==> config.mk <==
export PLATFORM = sky130hd
export DESIGN_NAME = display_buffer_controller
export DESIGN_NICKNAME = d
export VERILOG_FILES = /design/src/rtl/display_pkg.sv /design/src/rtl/display_buffer_controller.sv
export SDC_FILE = /design/constraint.sdc
export NUM_CORES = 1
export LEC_CHECK = 0
export CELL_PAD_IN_SITES_DETAIL_PLACEMENT = 0
export CELL_PAD_IN_SITES_GLOBAL_PLACEMENT = 1
export CORE_ASPECT_RATIO = 0.5
export CORE_MARGIN = 2
export CORE_UTILIZATION = 28
export CTS_BUF_LIST = sky130_fd_sc_hd__clkbuf_4 sky130_fd_sc_hd__clkbuf_8
export DETAILED_ROUTE_END_ITERATION = 8
export GPL_TIMING_DRIVEN = 0
export PLACE_DENSITY_LB_ADDON = 0.1
export SYNTH_ARGS = -nofsm -noshare
export SYNTH_HDL_FRONTEND = slang
export SYNTH_SLANG_ARGS = --single-unit
==> constraint.sdc <==
create_clock -name clock_in -period 1.9 [get_ports clock_in]
set_clock_uncertainty 0.15 [all_clocks]
set_input_delay 0.38 -clock clock_in [delete_from_list [all_inputs] [get_ports clock_in]]
set_output_delay 0.38 -clock clock_in [all_outputs]
set_load 0.005 [all_outputs]
==> src/rtl/display_pkg.sv <==
// Shared frame geometry, pixel format and buffer-state encoding for the
// double-buffered display controller.
package display_pkg;

   localparam int PIXEL_COUNT   = 256000;   // 640x400
   localparam int ADDRESS_WIDTH = 18;
   localparam int DATA_WIDTH    = 10;       // Y[9:6], Cb[5:3], Cr[2:0]

   typedef enum logic [1:0] {
      ST_IDLE    = 2'd0,
      ST_PENDING = 2'd1,
      ST_CLEAR   = 2'd2
   } buffer_state_t;

endpackage

==> src/rtl/display_buffer_controller.sv <==
// Double-buffered frame store controller: graphics writes go to the back bank,
// the display reads the front bank, swaps happen on end-of-frame, then the new back bank is zeroed.
module display_buffer_controller #(
   parameter int PIXEL_COUNT   = display_pkg::PIXEL_COUNT,
   parameter int ADDRESS_WIDTH = display_pkg::ADDRESS_WIDTH,
   parameter int DATA_WIDTH    = display_pkg::DATA_WIDTH
) (
   input  logic                     clock_in,
   input  logic                     reset_n_in,
   input  logic [ADDRESS_WIDTH-1:0] write_address_in,
   input  logic [DATA_WIDTH-1:0]    write_data_in,
   input  logic                     write_enable_in,
   output logic                     write_ready_out,
   input  logic                     switch_request_in,
   output logic                     switch_pending_out,
   input  logic                     frame_complete_in,
   input  logic [ADDRESS_WIDTH-1:0] display_address_in,
   output logic [DATA_WIDTH-1:0]    display_data_out,
   output logic [ADDRESS_WIDTH-1:0] bank_a_address_out,
   output logic [DATA_WIDTH-1:0]    bank_a_write_data_out,
   output logic                     bank_a_write_enable_out,
   input  logic [DATA_WIDTH-1:0]    bank_a_read_data_in,
   output logic [ADDRESS_WIDTH-1:0] bank_b_address_out,
   output logic [DATA_WIDTH-1:0]    bank_b_write_data_out,
   output logic                     bank_b_write_enable_out,
   input  logic [DATA_WIDTH-1:0]    bank_b_read_data_in,
   output logic                     front_bank_out,
   output logic                     clearing_out
);
   import display_pkg::*;

   localparam logic [ADDRESS_WIDTH-1:0] LP_LAST_ADDR = ADDRESS_WIDTH'(PIXEL_COUNT - 1);

   buffer_state_t            r_state, w_state_next;
   logic                     r_front, w_front_next;
   logic                     r_front_d;
   logic [ADDRESS_WIDTH-1:0] r_clear_cnt, w_clear_cnt_next;
   logic                     r_req_latched, w_req_latched_next;
   logic [ADDRESS_WIDTH-1:0] r_wr_addr;
   logic [DATA_WIDTH-1:0]    r_wr_data;
   logic                     r_wr_en;

   logic                     w_swap;
   logic                     w_clear_last;
   logic                     w_addr_ok;
   logic                     w_write_accept;
   logic [ADDRESS_WIDTH-1:0] w_back_addr;
   logic [DATA_WIDTH-1:0]    w_back_data;
   logic                     w_back_we;

   assign w_clear_last   = (r_clear_cnt == LP_LAST_ADDR);
   assign w_addr_ok      = ({1'b0, write_address_in} < (ADDRESS_WIDTH + 1)'(PIXEL_COUNT));
   // A write in the swap cycle would land after the banks exchange roles, so it is discarded.
   assign w_write_accept = write_enable_in & write_ready_out & w_addr_ok & ~w_swap;

   always_comb begin
      w_state_next       = r_state;
      w_front_next       = r_front;
      w_clear_cnt_next   = r_clear_cnt;
      w_req_latched_next = r_req_latched;
      w_swap             = 1'b0;
      case (r_state)
         ST_IDLE: begin
            if (switch_request_in) begin
               w_state_next = ST_PENDING;
            end
         end
         ST_PENDING: begin
            if (frame_complete_in) begin
               w_swap           = 1'b1;
               w_front_next     = ~r_front;
               w_clear_cnt_next = '0;
               w_state_next     = ST_CLEAR;
            end
         end
         ST_CLEAR: begin
            if (switch_request_in) begin
               w_req_latched_next = 1'b1;
            end
            if (w_clear_last) begin
               w_clear_cnt_next   = '0;
               w_req_latched_next = 1'b0;
               w_state_next       = (r_req_latched | switch_request_in) ? ST_PENDING : ST_IDLE;
            end else begin
               w_clear_cnt_next = r_clear_cnt + ADDRESS_WIDTH'(1);
            end
         end
         default: begin
            w_state_next = ST_IDLE;
         end
      endcase
   end

   always_ff @(posedge clock_in or negedge reset_n_in) begin
      if (!reset_n_in) begin
         r_state       <= ST_IDLE;
         r_front       <= 1'b0;
         r_front_d     <= 1'b0;
         r_clear_cnt   <= '0;
         r_req_latched <= 1'b0;
         r_wr_addr     <= '0;
         r_wr_data     <= '0;
         r_wr_en       <= 1'b0;
      end else begin
         r_state       <= w_state_next;
         r_front       <= w_front_next;
         r_front_d     <= r_front;
         r_clear_cnt   <= w_clear_cnt_next;
         r_req_latched <= w_req_latched_next;
         r_wr_en       <= w_write_accept;
         if (w_write_accept) begin
            r_wr_addr <= write_address_in;
            r_wr_data <= write_data_in;
         end
      end
   end

   assign write_ready_out    = (r_state != ST_CLEAR);
   assign switch_pending_out = (r_state == ST_PENDING);
   assign clearing_out       = (r_state == ST_CLEAR);
   assign front_bank_out     = r_front;

   // Clearing overrides the graphics path; the counter drives the back bank directly.
   assign w_back_addr = clearing_out ? r_clear_cnt : r_wr_addr;
   assign w_back_data = clearing_out ? '0 : r_wr_data;
   assign w_back_we   = clearing_out | r_wr_en;

   assign bank_a_address_out      = r_front ? w_back_addr : display_address_in;
   assign bank_a_write_data_out   = r_front ? w_back_data : '0;
   assign bank_a_write_enable_out = r_front & w_back_we;
   assign bank_b_address_out      = r_front ? display_address_in : w_back_addr;
   assign bank_b_write_data_out   = r_front ? '0 : w_back_data;
   assign bank_b_write_enable_out = ~r_front & w_back_we;

   // Read data lags the address by one cycle, so select with the bank that was front then.
   assign display_data_out = r_front_d ? bank_b_read_data_in : bank_a_read_data_in;

endmodule

==> metrics.md <==
| Metric | Value |
|---|---|
| Chip width | around 160 µm |
| Total track usage | 19.8% |
| I/O pins | around 140 |
| Crit end category | output pin |
| Final critical-path share of the clock period | 119% |
| GR Util met1 | between 20 and 30% |
| Critical path's slowest cell | dfrtp_1 |
| Reg-to-reg critical path startpoint | r_state[0]$_DFFE_PN0P_ |
| GRT overflow | 0 |
| CP Launch Type | register |
| Fin. Hold Viols | 0 |
| Post-Syn Instances | 355 |
| Final worst slack | -0.355 ns |
| Layer with the highest usage | met2 |
| Dpl hpwl | 8.55 mm |
| Sink Count | 52 |
| First-pass GRT wire length | between 15 and 20 mm |
| Worst Setup Path Type | register to output pin |
| Yosys reg bits | 52 |
| Via total after detailed routing | around 3500 |
| Number of vias per cell | 5.04 |
| Clock latency on the worst-skew pair | between 0.3 and 0.4 ns |
| Post-synth net total | 427 |
| Met2 Usage GRT | roughly 31% |
| Max cap viols | 0 |
| CP Buf/Inv Count | 4 |
| Reg2Reg Setup Slack | -0.33 ns |
| Most used flip-flop cell after synthesis | dfrtp_1 |
| Post-route cell area | 0.00594 mm² |
| Status | finished with violations |
| Peak supply drop | 0.835 mV |
| Clock H-tree levels | 2 |
| Top-count cell post-synth | dfrtp_1 |
| Cts bufs inserted | 5 |
| DRT antenna net count | 0 |
| Hold Crit Class | input port to async pin |
| Largest net degree at the start of global routing | 38 |
| Share of layout cells above drive strength 1 | 48.6% |
| Failing checks | setup timing |
| CP top delay family | buffers and inverters |
| TritonRoute pass-1 iters | 5 |
| Top area cells in the synthesized netlist | dfrtp_1 (41%), mux2_2 (11%), a31oi_1 (6.1%) |
| Mapped Avg Cell Area | roughly 9.0 µm² |
| Core Area | about 0.011 mm² |
| Max Root-Sink Buffers | 2 |
| CP peak stage delay | about 0.4 ns |
| Mapped Area | 0.00319 mm² |
| DR DRC count | 0 |
| Maximum fanout along the worst path | 6 |
| GR Layer Usage met3 | approximately 5.2% |
| Num rows | 27 |
| Worst-margin pin slew | about 0.43 ns |
| Leakage | 0.00280 µW |
| Synth warnings | 0 |
| R2R depth | 10 |
| Netlist cell types | 45 |
| Area share of the largest cell type after synthesis | about two fifths |
| Initial antenna violation count | 0 |
| Area post-placement | roughly 0.0048 mm² |
| Vias in the first global route | ~3500 |
| Slew HR | 71.3% |
| Final Net Count | 629 |
| Upper clock frequency limit | about 440 MHz |
| Setup_tns | -23.47 ns |
| Post-synth top area cell | dfrtp_1 |
| Final Wtd Congestion | between 0.7 and 0.8 |
| FF-to-FF End | r_wr_addr[1]$_DFFE_PN0P_ |
| WL/cell | 18.0 µm |
| Clk Tree Root Cell | clkbuf_8 |
| EDFF count, synth | 0 |
| Die height | between 70 and 80 µm |
| Initial Util | 28.9% |
| Power Dens Cells | 1430 mW/mm² |
| Core Util, Final | roughly 54% |
| Post-synthesis sequential area ratio | around 41% |
| Iteration-0 DRC count of the detailed router | between 150 and 200 |
| Diode count | 0 |
| Die area | between 0.01 and 0.015 mm² |
| CP arrival | roughly 1.7 ns |
| Commonest cells post-synth | dfrtp_1 (52), nor2_1 (45), nand2_1 (44) |
| Setup slack at placement | -0.908 ns |
| Number of I/O port buffers | around 140 |
| RSZ-0062 raised after global routing | yes |
| Total Routed Length | between 10 and 15 mm |
| Final setup viols | between 90 and 100 |
| Minimum clock period | approximately 2.3 ns |
| CTS tree | built |
| Final Max Slew Viols | 0 |
| Area growth, synth to finish | 86.2% |
| Critical Path RT | around 1.4 ns |
| CTS clk-pin slew, worst paths | roughly 0.11 ns |
| Post-synth ARST share | 100% |
| Critical-path cell list | nand2b_4 > inv_12 > buf_8 > buf_6 > nand2_2 > a31oi_1 > buf_2 |
==> repair_timing <==
action                     4_1_cts  5_1_grt
setup buffers                   33       16
hold endpoints to repair        15        0
pin swaps                       35       29
cloned                           5        1
setup endpoints to repair      117      114
resized for setup              407       93
hold buffers                     1        0
==> registers in the layout (all words and copies together) (netlist names) <==
register and flops:
r_clear_cnt 18, r_wr_addr 18, r_wr_data 10, r_state 2, front_bank_out 1, r_front_d 1
r_req_latched 1, r_wr_en 1
==> stage by stage <==
stage | power, µW | hold slack [ns] | std cells
5_1_grt | 9030 | 0.394 | 703
6_report | 8500 | 0.369 | 703
3_5_place_dp | 6370 | 0.187 | 643
4_1_cts | 7880 | 0.357 | 689
2_1_floorplan | 3870 | -0.0656 | 355
3_3_place_gp | 6380 | 0.304 | 642
==> power by group <==
group / total [µW] / internal, µW / switching [µW]
combinational: 5980 / 3400 / 2580
clock: 689 / 292 / 396
sequential: 1830 / 1490 / 343
total: 8500 / 5180 / 3320
==> layer usage <==
| layer | part of all wire (%) | up-vias |
|---|---|---|
| li1 | - | 1685 |
| met1 | 48 | 1739 |
| met2 | 45 | 112 |
| met3 | 6.6 | 6 |
| met4 | 0.52 | 0 |
| met5 | 0 | - |
==> layout make-up <==
cell class                 instances  area [µm²]
clock buffer                       6        82.6
fill                            1015        5100
inverter                           7        38.8
timing repair buffer             197        1760
multi-input combinational        270        2220
tap                              145         181
buffer                            24         339
sequential                        52        1310
clock inverter                     2        10.0
==> worst max-delay path by stage <==
stage	start	endpoint	slack [ns]	depth (start not counted)
floorplan	r_clear_cnt[0]$_DFFE_PN0P_	r_clear_cnt[11]$_DFFE_PN0P_	-0.01	7
global placement	reset_n_in	r_state[1]$_DFFE_PN0P_	-1.48	1
detailed placement	r_state[0]$_DFFE_PN0P_	bank_b_address_out[15]	-0.91	7
CTS	r_state[0]$_DFFE_PN0P_	bank_b_address_out[16]	-0.35	8
global route	r_state[0]$_DFFE_PN0P_	bank_b_address_out[11]	-0.42	6
finish	r_state[0]$_DFFE_PN0P_	bank_b_address_out[16]	-0.36	7
==> logic make-up (layout without fill, tap and decap cells) <==
| logic type | count (synthesis) | in the layout | synth area share [%] |
|---|---|---|---|
| buffers and inverters | 33 | 236 | 5.05 |
| adders and majority gates | 1 | 1 | 0.392 |
| AOI/OAI and AO/OA | 77 | 77 | 14.8 |
| muxes | 44 | 44 | 16.5 |
| xor gates and xnor gates | 1 | 1 | 0.274 |
| and+or+nand+nor | 147 | 147 | 22.2 |
| DFF | 52 | 52 | 40.8 |
==> cell usage in the layout (no fill, tap or decap), types with 4 or more instances in the layout <==
cell             instances
clkdlybuf4s50_1         70
buf_2                   51
nor2_1                  44
dfrtp_1                 43
buf_6                   32
buf_4                   31
mux2_4                  30
a31oi_1                 26
nand2_4                 19
nand2_1                 18
o21ai_0                 14
and3_4                  13
a21oi_1                 13
clkbuf_8                11
and3_1                  11
mux2_2                  10
nand3_1                 10
dfrtp_2                  9
nand2_2                  8
clkbuf_2                 7
nand4_1                  7
buf_8                    6
buf_12                   6
clkbuf_16                5
inv_1                    5
a31oi_4                  4
mux2i_1                  4
No activity file was read; power rests on OpenSTA's default activity.
